--- config.mk ---
export PLATFORM = sky130hd
export DESIGN_NAME = cp0_unit
export DESIGN_NICKNAME = d
export VERILOG_FILES = /design/src/rtl/cp0_pkg.sv /design/src/rtl/cp0_timer.sv /design/src/rtl/cp0_unit.sv
export SDC_FILE = /design/constraint.sdc
export NUM_CORES = 1
export LEC_CHECK = 0
export BUFFER_PORTS_ARGS = -buffer_cell sky130_fd_sc_hd__clkbuf_2
export CAP_MARGIN = 20
export CORE_MARGIN = 5
export CORE_UTILIZATION = 35
export CTS_BUF_LIST = sky130_fd_sc_hd__clkbuf_4
export CTS_CLUSTER_DIAMETER = 50
export CTS_CLUSTER_SIZE = 10
export DETAILED_ROUTE_END_ITERATION = 12
export PLACE_DENSITY = 0.67
export SLEW_MARGIN = 20
export SYNTH_ARGS = -nofsm -noshare
export SYNTH_HDL_FRONTEND = slang
export SYNTH_SLANG_ARGS = --single-unit
--- constraint.sdc ---
create_clock -name clk -period 6.21 [get_ports clk]
set_input_delay 1.5525 -clock clk [delete_from_list [all_inputs] [get_ports clk]]
set_output_delay 1.5525 -clock clk [all_outputs]
set_load 0.1 [all_outputs]
--- src/rtl/cp0_pkg.sv ---
// cp0_pkg: shared constants for the coprocessor-0 block and next-PC logic.
//   - CP0 register numbers (Count, Compare, SR, Cause, EPC, PrID)
//   - SR/Cause field bit positions
//   - interrupt handler vector
//   - word-align helper used for EPC loads
package cp0_pkg;

    localparam logic [4:0] REG_COUNT   = 5'd9;
    localparam logic [4:0] REG_COMPARE = 5'd11;
    localparam logic [4:0] REG_SR      = 5'd12;
    localparam logic [4:0] REG_CAUSE   = 5'd13;
    localparam logic [4:0] REG_EPC     = 5'd14;
    localparam logic [4:0] REG_PRID    = 5'd15;

    localparam int IM_HI   = 15;
    localparam int IM_LO   = 10;
    localparam int EXL_BIT = 1;
    localparam int IE_BIT  = 0;

    localparam logic [31:0] HANDLER_VEC = 32'h0000_4180;

    // EPC always holds a word address.
    function automatic logic [31:0] align_word(input logic [31:0] x);
        return x & 32'hFFFF_FFFC;
    endfunction

endpackage

--- src/rtl/cp0_timer.sv ---
// cp0_timer: Count/Compare timer with sticky timer-pending bit.
// Ports:
//   clk, rst       - clock, synchronous active-high reset
//   we, addr, din  - already-qualified mtc0 write (squashed writes never reach here)
//   count, compare - current register values for mfc0 reads
//   tp             - timer pending, ORed into the top interrupt line
module cp0_timer
    import cp0_pkg::*;
(
    input  logic        clk,
    input  logic        rst,
    input  logic        we,
    input  logic [4:0]  addr,
    input  logic [31:0] din,
    output logic [31:0] count,
    output logic [31:0] compare,
    output logic        tp
);

    logic [31:0] count_q, compare_q;
    logic        tp_q;
    logic        match;

    assign match   = (count_q == compare_q);
    assign count   = count_q;
    assign compare = compare_q;
    // Include the live match so the interrupt fires in the cycle Count reads Compare.
    assign tp      = tp_q | match;

    always_ff @(posedge clk) begin
        if (rst) begin
            count_q   <= '0;
            compare_q <= '0;
            tp_q      <= 1'b0;
        end else begin
            // A software write to Count replaces this cycle's increment.
            if (we && addr == REG_COUNT) count_q <= din;
            else                         count_q <= count_q + 32'd1;

            if (we && addr == REG_COMPARE) begin
                compare_q <= din;
                tp_q      <= 1'b0;
            end else if (match) begin
                tp_q <= 1'b1;
            end
        end
    end

endmodule

--- src/rtl/cp0_unit.sv ---
// cp0_unit: coprocessor-0 exception/interrupt state (SR, Cause, EPC, PrID).
// Optional Count/Compare timer is built when CP0_TIMER_EN is defined.
// Ports:
//   clk, rst  - clock, synchronous active-high reset
//   pc        - PC of the executing instruction (resume address on interrupt)
//   addr, din, we - mfc0/mtc0 register number, write data, write enable
//   EXLClr    - eret executing, clears EXL
//   HWInt     - level-sensitive device interrupt lines
//   IntReq    - take interrupt this cycle (next-PC jumps to HANDLER_VEC)
//   epc       - EPC value for eret
//   dout      - mfc0 read data
module cp0_unit
    import cp0_pkg::*;
#(
    parameter logic [31:0] PRID     = 32'h0000_0001,
    parameter int unsigned HW_INT_W = 6
) (
    input  logic                clk,
    input  logic                rst,
    input  logic [31:0]         pc,
    input  logic [4:0]          addr,
    input  logic [31:0]         din,
    input  logic                we,
    input  logic                EXLClr,
    input  logic [HW_INT_W-1:0] HWInt,
    output logic                IntReq,
    output logic [31:0]         epc,
    output logic [31:0]         dout
);

    logic [HW_INT_W-1:0] im_q, im_d;
    logic [HW_INT_W-1:0] ip_q, ip_d;
    logic                ie_q, ie_d;
    logic                exl_q, exl_d;
    logic [31:0]         epc_q, epc_d;
    logic [HW_INT_W-1:0] hw_eff;
    logic                wr_ok;
    logic [31:0]         sr_val, cause_val;

`ifdef CP0_TIMER_EN
    logic [31:0] count, compare;
    logic        tp;

    cp0_timer u_timer (
        .clk     (clk),
        .rst     (rst),
        .we      (wr_ok),
        .addr    (addr),
        .din     (din),
        .count   (count),
        .compare (compare),
        .tp      (tp)
    );
`endif

    always_comb begin
        hw_eff = HWInt;
`ifdef CP0_TIMER_EN
        hw_eff[HW_INT_W-1] = HWInt[HW_INT_W-1] | tp;
`endif
        IntReq = (|(hw_eff & im_q)) & ie_q & ~exl_q & ~EXLClr & ~rst;
        // The interrupted instruction is abandoned, so its mtc0 never lands.
        wr_ok  = we & ~IntReq;

        im_d  = im_q;
        ie_d  = ie_q;
        exl_d = exl_q;
        epc_d = epc_q;
        ip_d  = hw_eff;

        if (IntReq) begin
            epc_d = align_word(pc);
            exl_d = 1'b1;
        end else begin
            if (EXLClr) exl_d = 1'b0;
            if (wr_ok && addr == REG_SR) begin
                im_d  = din[IM_LO +: HW_INT_W];
                ie_d  = din[IE_BIT];
                // eret in the same cycle still wins over a written EXL=1.
                exl_d = din[EXL_BIT] & ~EXLClr;
            end
            if (wr_ok && addr == REG_EPC) epc_d = align_word(din);
        end
    end

    always_ff @(posedge clk) begin
        if (rst) begin
            im_q  <= '0;
            ip_q  <= '0;
            ie_q  <= 1'b0;
            exl_q <= 1'b0;
            epc_q <= '0;
        end else begin
            im_q  <= im_d;
            ip_q  <= ip_d;
            ie_q  <= ie_d;
            exl_q <= exl_d;
            epc_q <= epc_d;
        end
    end

    always_comb begin
        sr_val                      = '0;
        sr_val[IM_LO +: HW_INT_W]   = im_q;
        sr_val[EXL_BIT]             = exl_q;
        sr_val[IE_BIT]              = ie_q;
        cause_val                   = '0;
        cause_val[IM_LO +: HW_INT_W] = ip_q;

        dout = '0;
        case (addr)
            REG_SR:      dout = sr_val;
            REG_CAUSE:   dout = cause_val;
            REG_EPC:     dout = epc_q;
            REG_PRID:    dout = PRID;
`ifdef CP0_TIMER_EN
            REG_COUNT:   dout = count;
            REG_COMPARE: dout = compare;
`endif
            default:     dout = '0;
        endcase
    end

    assign epc = epc_q;

endmodule
## Yosys cells after proc, flatten, opt, wreduce, memory -nomap -nowiden

Index checks and enable logic that the tools add are counted.

| storage, ports and cells | value |
|---|---|
| bits in registers | 44 |

| operators by class | value |
|---|---|
| equality and inequality tests | 4 |
| muxes and demuxes | 6 |
| bitwise operators | 11 |
| reductions and logical operators | 6 |

Operator list:

| cell | number |
|---|---|
| $pmux 32 s4 | 1 |
| $mux 32 | 2 |
| $eq 5x4->1 const B | 4 |
| $and 1x1->1 | 6 |
| $and 6x6->6 | 1 |
| $reduce_or 6->1 | 1 |
| $not 1->1 | 4 |
| $mux 1 | 3 |
| $reduce_bool 3->1 | 1 |
| $logic_and 1x1->1 | 2 |
| $reduce_and 2->1 | 1 |
| $reduce_bool 2->1 | 1 |

## Logic depth before layout (Yosys ltp)

Gate-level depths: netlist of the first run.

| depth | value |
|---|---|
| word-level depth | 11 |
| depth in mapped cells | 6 |
| depth with buffers taken out | 5 |

## Worst setup path before layout of the first run

No wires, ideal clock.

| path | value |
|---|---|
| kind | input-to-output |
| from | input addr[0] |
| to | output dout[10] |
| arrival time | 3.484 ns |
| required time | 4.657 ns |
| slack | 1.174 ns |
| stages | 4 |
| path buffers | 1 |
| path through | clkbuf_1 -> nor2b_1 -> a21oi_1 -> nor2_1 |

| between the ends | value |
|---|---|
| word-level cells in the longest chain between the ends | 2 |
| elaborated cells on any way between the ends | 5 |

RTL lines:

| what | RTL line | text |
|---|---|---|
| from (decl) | cp0_unit.sv:21 | `input logic [4:0] addr,` |
| $eq 5x4->1 | cp0_unit.sv:111 | `case (addr)` |
| $pmux 32 s4 (*) | cp0_unit.sv:111 |  |
| to (decl) | cp0_unit.sv:28 | `output logic [31:0] dout` |

Mark *: on every way between the ends. The rest lies on a longest branch, timed or not.

## Worst setup path after layout of the first run

| path | value |
|---|---|
| from | input addr[4] |
| to | output dout[17] |

The elaborated chain is that of the path after synthesis.

==> flow_summary.ini, run 1 <==
[run_status]
status = finished, final reports clean

[grt]
overflow = 0
antenna_found_initial = 0
gr-usage-all-layers_pct = 14.8
grt_pass1_vias = 2206
grt_max_degree = 68
grt_pass1_wl_um = 10400

[power]
p_per_area_nw_per_um2 = 156
leakagePower_uw = 0.00139
ir_drop_mv = 0.0822

[clock_network]
path_clk_slew_ns = 0.13
clk_latency_ns = 0.34
post-cts-setup-buffer-count = 0
clockBufferDepth = 2
cts_root_buffer = clkbuf_4
cts-buffers-inserted = 5
htreeDepth = 2
hold_buffers = 0
cts.sink_count = 44
cts_resized = 0
cts_tree = built

[hold_path]
hold_class = reg2reg
worstHoldPathCells = 2
hold_end = ie_q
hp-start = ie_q

[job]
max_cap_viol_count = 0

[timing]
fmax_mhz = 217
finalCritPeriodShare_pct = 74.1
post-route-worst-setup-slack_ns = 1.61
slew_viol_final = 0
fin_worst_skew_ns = 0.0111
finalSetupTns_ns = 0
tightestPinTransition_ns = 1.00
relSlewSlack_pct = 33.2
rsz0062_at_grt = no
period_minus_slack_ns = 4.60
setup_viol = 0
hold_viol_final = 0

[synth]
synth_cell_type_count = 28
synth-warning-count = 0
yosys-top-cells-area = dfxtp_1 (36%), a211oi_2 (16%), mux2i_1 (15%)
synth_area_um2 = 2420
syn_area_per_cell_um2 = 9.51
synth-seq-cells = 44
yosys.area.top_type = dfxtp_1
synth_cells = 254
synth.top_cell.area_share_pct = 36.5
ys_seq_area_share_pct = 36.5

[final_layout]
final_common_cell = clkbuf_2
diodes = 0
final_cell_mix = clkbuf_2 (139), dfxtp_1 (44), nor2_1 (43)
finish.utilization_pct = 46.6
syn_to_final_growth_pct = 30.5
final_nets = 460
layout-drive-gt1-share_pct = 48.6

[floorplanning]
core_area_um2 = 6760
die_area_um2 = 8660
io_pins = 144
fp.dieH_um = 93.1
fp-row-count = 30
start_util_pct = 35.8
die_w_um = 93.1

[critical_path]
crit_path_max_fanout = 24
crit_required_ns = 4.66
r2r-end = epc[19]
rr_startpoint = im_q[0]
ff2ff_path_depth = 5
cp.arrival_ns = 3.05
end_kind = primary output
critPathKind = in2out
startpoint_type = primary input
rrSetupSlack_ns = 4.25

[placement]
gp_congestion = 0.782
preCtsSetupSlack_ns = 1.62
hpwl_um = 4940
numPortBuffers = 139

[drt]
ant_nets = 0
avgRoutedWirePerCell_um = 14.2
drt-initial-drc-count = 95
drc_errors = 0
firstDrtPassIters = 4
vias = 2245
wl_um = 6540
vias_per_cell = 4.87
## worst max-delay path by stage
stage	from	endpoint	slack [ns]	cells after the start
4_1_cts	addr[4]	dout[17]	1.60	6
3_5_place_dp	addr[4]	dout[3]	1.62	6
5_1_grt	addr[4]	dout[29]	1.52	6
6_report	addr[4]	dout[17]	1.61	6
2_1_floorplan	addr[0]	dout[10]	1.17	4
3_3_place_gp	addr[4]	dout[3]	1.62	6
## flip-flops by register name (all words and copies together) (netlist names)
signal / flops
im_q: 6
ie_q: 1
epc: 30
ip_q: 6
exl_q: 1
## area by class of cell
class | count | area [µm²]
Tap cell | 80 | 100
Inverter | 1 | 3.75
Fill cell | 703 | 3600
Clock inverter | 1 | 5.00
Timing Repair Buffer | 142 | 718
Clock buffer | 6 | 45.0
Multi-Input combinational cell | 187 | 1400
Sequential cell | 44 | 881
## logic make-up after synthesis
family / Yosys count / share of synthesized area [%]
AND/OR/NAND/NOR: 93 / 20.3
AO/OA/AOI/OAI: 56 / 22.1
flip-flops: 44 / 36.5
multiplexers: 36 / 14.9
buffers and inverters: 24 / 6.06
other: 1 / 0.155
## layer usage
layer  GRT usage, %  part of all wire, %  up-vias  wire [µm]
li1               -                    -     1139          -
met1           18.2                   42     1026       2770
met2           25.8                   50       72       3300
met3           2.98                  6.3        8        413
met4           4.40                  1.0        0         66
met5              0                    0        -          0
## Yosys cell counts
cell type,n
clkbuf_1,6
and2_1,24
a31oi_1,1
a22o_1,3
nor3b_1,1
o31ai_4,1
o21ai_0,7
nand3_1,7
conb_1,1
nor2_1,43
a21oi_1,14
inv_2,1
and3b_1,1
buf_2,5
nor2b_1,7
nand3b_2,1
buf_4,7
dfxtp_1,44
nand2_1,3
and3_1,2
nand3b_1,2
a211oi_2,30
mux2i_1,36
and4b_1,1
nor4b_4,1
clkbuf_2,1
buf_1,1
buf_6,3
## per-stage QoR
| step | hold WS (ns) | cells | cell area (µm²) | power (µW) |
|---|---|---|---|---|
| after floorplan | 0.446 | 255 | 2420 | 334 |
| after CTS | 0.485 | 461 | 3150 | 500 |
| after global routing | 0.520 | 461 | 3150 | 513 |
| final | 0.489 | 461 | 3150 | 491 |
| after detailed placement | 0.466 | 454 | 3100 | 363 |
| after global placement | 0.464 | 454 | 3100 | 363 |
## power by group
group	switching, µW	leakage (µW)	internal, µW
Combinational	42.8	0.00100	25.9
Sequential	1.76	0.000356	286
Clock	88.4	0.0000315	46.3
## worst max-delay path, cell delays in order
cell	delay, ns
clkbuf_2	0.08
nand3b_2	0.30
nor3b_2	0.22
buf_4	0.26
and2_1	0.16
clkbuf_2	0.45
No activity file was read; power rests on OpenSTA's default activity.
==> run 2: changes to the inputs <==
PLACE_DENSITY = 0.69   (was 0.67)
clock period = 4.1 ns   (was 6.21 ns; I/O delays follow)
==> run 2 against run 1 <==
  * Final cell count decreased by 0.43%
  * First-iteration DRC count decreased by 5.3%
  * Routed wire length increased by 2.3%
  * Clock skew decreased by 0.0053 ns
  * Worst setup slack got worse by 1.1 ns
  * Global-route usage increased by 0.23 points
  * Cell area increased by 1.6%
  * Die area unchanged
  * Sequential share of layout area decreased by 0.44 points
  * Hold slack improved by 0.0015 ns
  * Sequential cell count unchanged
==> flow_summary.ini, run 2 (synthesis results as in run 1) <==
[drt]
avgRoutedWirePerCell_um = 14.6
ant_nets = 0
vias_per_cell = 4.82
drc_errors = 0
wl_um = 6690
firstDrtPassIters = 4
drt-initial-drc-count = 90
vias = 2211

[timing]
rsz0062_at_grt = no
setup_viol = 0
tightestPinTransition_ns = 1.00
relSlewSlack_pct = 33.3
whs_ns = 0.490
finalSetupTns_ns = 0
fin_worst_skew_ns = 0.00578
finalCritPeriodShare_pct = 88.2
hold_viol_final = 0
slew_viol_final = 0
fmax_mhz = 277
period_minus_slack_ns = 3.62

[power]
p_per_area_nw_per_um2 = 227
ir_drop_mv = 0.133
leakagePower_uw = 0.00140

[critical_path]
cpMaxStageDelayCell = nor3b_2
end_kind = primary output
crit_path_max_fanout = 19
startpoint_type = primary input
crit_required_ns = 3.07
worst_path_dominant_cell_family = simple AND/OR/NAND/NOR gates
path_buf_inv = 3
slowest_delay_ns = 0.44
critPathKind = in2out
cp.arrival_ns = 2.59
critPathMostFrequentCell = buf_4
path_cells = clkbuf_2 -> nand3b_2 -> nor3b_2 -> buf_4 -> and2_1 -> buf_4

[clock_network]
htreeDepth = 2
clockBufferDepth = 2
cts_resized = 0
cts.sink_count = 44
path_clk_slew_ns = 0.12
cts_tree = built
cts_root_buffer = clkbuf_4
hold_buffers = 0
clk_latency_ns = 0.34
cts-buffers-inserted = 5
post-cts-setup-buffer-count = 0

[grt]
gr-usage-all-layers_pct = 15.0
antenna_found_initial = 0
grt_most_used_layer = met2
grt_pass1_wl_um = 10500
met1_usage_pct = 18.5
grt_pass1_vias = 2161
grt_use_met2_pct = 25.8
grt_max_degree = 68
overflow = 0
use_met3_pct = 3.86

[run_status]
status = finished, final reports clean

[final_layout]
diodes = 0
final_common_cell = clkbuf_2
syn_to_final_growth_pct = 32.5
final_cell_mix = clkbuf_2 (119), dfxtp_1 (44), nor2_1 (43)
layout-drive-gt1-share_pct = 48.3
largest_reg_flops = 30
final_nets = 460
fin_area_um2 = 3200

[placement]
gp_congestion = 0.780
hpwl_um = 5090
numPortBuffers = 139
place_area_um2 = 3160

[job]
max_cap_viol_count = 0

[floorplanning]
fp-row-count = 30
fp.dieH_um = 93.1
die_area_um2 = 8660
core_area_um2 = 6760
start_util_pct = 35.8
io_pins = 144
die_w_um = 93.1

[hold_path]
hold_class = reg2reg
==> run 2: cell count changes in the layout (fill, tap and decap cells not counted), sizes merged <==
cell,before,now
clkinv,1,0
buf,3,23
clkbuf,145,124
==> run 2: cell type report <==
| class | count | area (µm²) |
|---|---|---|
| well taps | 80 | 100 |
| clock buffers | 5 | 37.5 |
| fillers | 686 | 3550 |
| flip-flops and latches | 44 | 881 |
| multi-input cells | 187 | 1400 |
| inverters | 1 | 3.75 |
| repair buffers | 142 | 781 |
==> run 2: worst reg2reg max path, stage by stage (launching register included) <==
cell      delay (ns)
dfxtp_1         0.34
a22o_1          0.23
o31ai_4         0.26
buf_4           0.66
nor2_1          0.17
a211oi_2        0.22
==> run 2: layer usage <==
metal | up-vias | part of all wire [%] | wire [µm]
met4 | 0 | 0.72 | 48
met1 | 1005 | 43 | 2910
met3 | 4 | 5.5 | 367
met2 | 66 | 50 | 3370
met5 | - | 0 | 0
li1 | 1136 | - | -
==> run 2: final timing paths <==
| path | startpoint | to | slack, ns | cells after the start |
|---|---|---|---|---|
| max | addr[4] | dout[27] | 0.48 | 6 |
| min | ie_q | ie_q | 0.49 | 2 |
| min reg2reg | ie_q | ie_q | 0.49 | 2 |
| max reg2reg | im_q[0] | epc[23] | 2.14 | 5 |
==> run 2: metrics by stage <==
step	utilization [%]	worst slack [ns]	power [µW]	instances
after global placement	46.8	0.451	549	454
after detailed placement	46.8	0.412	551	454
final	47.4	0.484	726	459
after CTS	47.4	0.406	738	459
after floorplan	-	0.119	506	255
after global routing	47.4	0.285	762	459
==> run 2: power breakdown <==
group          switching (µW)  leakage [µW]  internal [µW]  total [µW]
Clock                     128     0.0000230           57.6         186
Combinational            65.0       0.00102           39.3         104
Sequential               2.75      0.000356            433         436
==> run 3: changes to the inputs <==
CTS_CLUSTER_SIZE = unset   (was 10)
REMOVE_ABC_BUFFERS = 1   (was unset)
==> run 3 against run 2 <==
  * Total power rose by 13%
  * Sequential cell count stayed put
  * Worst setup slack better by 0.16 ns
  * Critical path type unchanged
  * Clock skew rose by 0.0056 ns
  * Hold slack better by 0.0010 ns
  * First-iteration DRC count decreased by 44%
  * Via count rose by 2.1%
  * Register-to-register slack got worse by 0.02 ns
  * Fmax up 4.7%
  * Final cell count is 1.1% higher
==> flow_summary.ini, run 3 (synthesis results as in run 1) <==
[clock_network]
cts_tree = built
post-cts-setup-buffer-count = 0
cts_resized = 0
cts.sink_count = 44
htreeDepth = 2
clk_latency_ns = 0.35
path_clk_slew_ns = 0.14
hold_buffers = 0
cts-buffers-inserted = 5
clockBufferDepth = 2
cts_root_buffer = clkbuf_4

[timing]
fmax_mhz = 290
slew_viol_final = 0
period_minus_slack_ns = 3.45
rsz0062_at_grt = no
fin_worst_skew_ns = 0.0114
finalCritPeriodShare_pct = 84.2
setup_viol = 0
tightestPinTransition_ns = 0.808
relSlewSlack_pct = 46.1
whs_ns = 0.491
hold_viol_final = 0

[final_layout]
nFillCells = 637
final_common_cell = clkbuf_2
diodes = 0
syn_to_final_growth_pct = 42.7
final_cell_mix = clkbuf_2 (114), dfxtp_1 (44), nor2_1 (43)
final_nets = 462
layout-drive-gt1-share_pct = 49.0
fin_area_um2 = 3450
finish.utilization_pct = 51.0
largest_reg_flops = 30

[critical_path]
critPathMostFrequentCell = clkbuf_2
cpMaxStageDelayCell = clkbuf_2
slowest_delay_ns = 0.48
crit_start = addr[1]
crit_path_max_fanout = 11
critPathKind = in2out
path_cells = clkbuf_2 -> nor2b_1 -> a21oi_1 -> nor2_1 -> clkbuf_2
crit_required_ns = 3.07
end_kind = primary output
path_buf_inv = 2
worst_path_dominant_cell_family = buffers and inverters
cp.arrival_ns = 2.43
startpoint_type = primary input
rr_startpoint = im_q[0]

[grt]
grt_pass1_vias = 2311
gr-usage-all-layers_pct = 15.5
grt_max_degree = 68
grt_pass1_wl_um = 10800
antenna_found_initial = 0
overflow = 0

[power]
ir_drop_mv = 0.165
leakagePower_uw = 0.00148
p_per_area_nw_per_um2 = 237

[run_status]
status = finished, final reports clean

[hold_path]
hold_class = reg2reg
hp-start = ie_q

[job]
max_cap_viol_count = 0

[floorplanning]
core_area_um2 = 6760
die_area_um2 = 8660
die_w_um = 93.1
fp.dieH_um = 93.1
fp-row-count = 30
start_util_pct = 35.8
io_pins = 144

[drt]
drc_errors = 0
ant_nets = 0
avgRoutedWirePerCell_um = 14.6
drt-initial-drc-count = 50
firstDrtPassIters = 4
vias = 2258
wl_um = 6780
vias_per_cell = 4.87

[placement]
hpwl_um = 5190
gp_congestion = 0.779
place_area_um2 = 3370
numPortBuffers = 139
[run 3: cell types whose count changed in the layout (fill, tap and decap cells not counted), sizes merged]
cell,before,now
clkbuf,124,120
buf,23,30
bufinv,0,1
clkinv,0,1
[run 3: area by class of cell]
class / instances / area (µm²) / share of cell area [%]
Timing Repair Buffer: 144 / 983 / 28.5
Clock inverter: 2 / 35.0 / 1.02
Clock buffer: 6 / 45.0 / 1.31
Multi-Input combinational cell: 187 / 1400 / 40.6
Tap cell: 80 / 100 / 2.90
Sequential cell: 44 / 881 / 25.6
Inverter: 1 / 3.75 / 0.109
[run 3: through the flow]
step / total power (µW) / setup TNS, ns / worst slack, ns / instances
2_1_floorplan: 492 / -3.63 / -0.783 / 232
3_3_place_gp: 550 / 0 / 0.674 / 456
3_5_place_dp: 551 / 0 / 0.646 / 456
4_1_cts: 832 / 0 / 0.642 / 464
5_1_grt: 857 / 0 / 0.557 / 464
6_report: 817 / 0 / 0.647 / 464
[run 3: worst min-delay path: stages (launching register included)]
cell and delay (ns):
dfxtp_1 0.35, nand2_1 0.06, a21oi_1 0.05
[run 3: final timing paths]
kind | to | slack, ns | depth (start not counted)
max | dout[14] | 0.65 | 5
min | ie_q | 0.49 | 2
max reg2reg | epc[18] | 2.12 | 5
min reg2reg | ie_q | 0.49 | 2
[run 3: layer usage]
layer  track usage (%)  wire length [µm]  vias up
met3              5.07               499        5
met1              17.9              2780     1029
met5                 0                 0        -
li1                  -                 -     1147
met4              2.56                44        0
met2              28.1              3460       77
[run 3: report_power, final]
| part | switching (µW) | total [µW] | leakage [µW] | internal [µW] |
|---|---|---|---|---|
| clock network | 142 | 276 | 0.0000456 | 135 |
| registers | 2.70 | 436 | 0.000356 | 433 |
| logic | 65.3 | 105 | 0.00108 | 39.7 |
| total | 210 | 817 | 0.00148 | 608 |
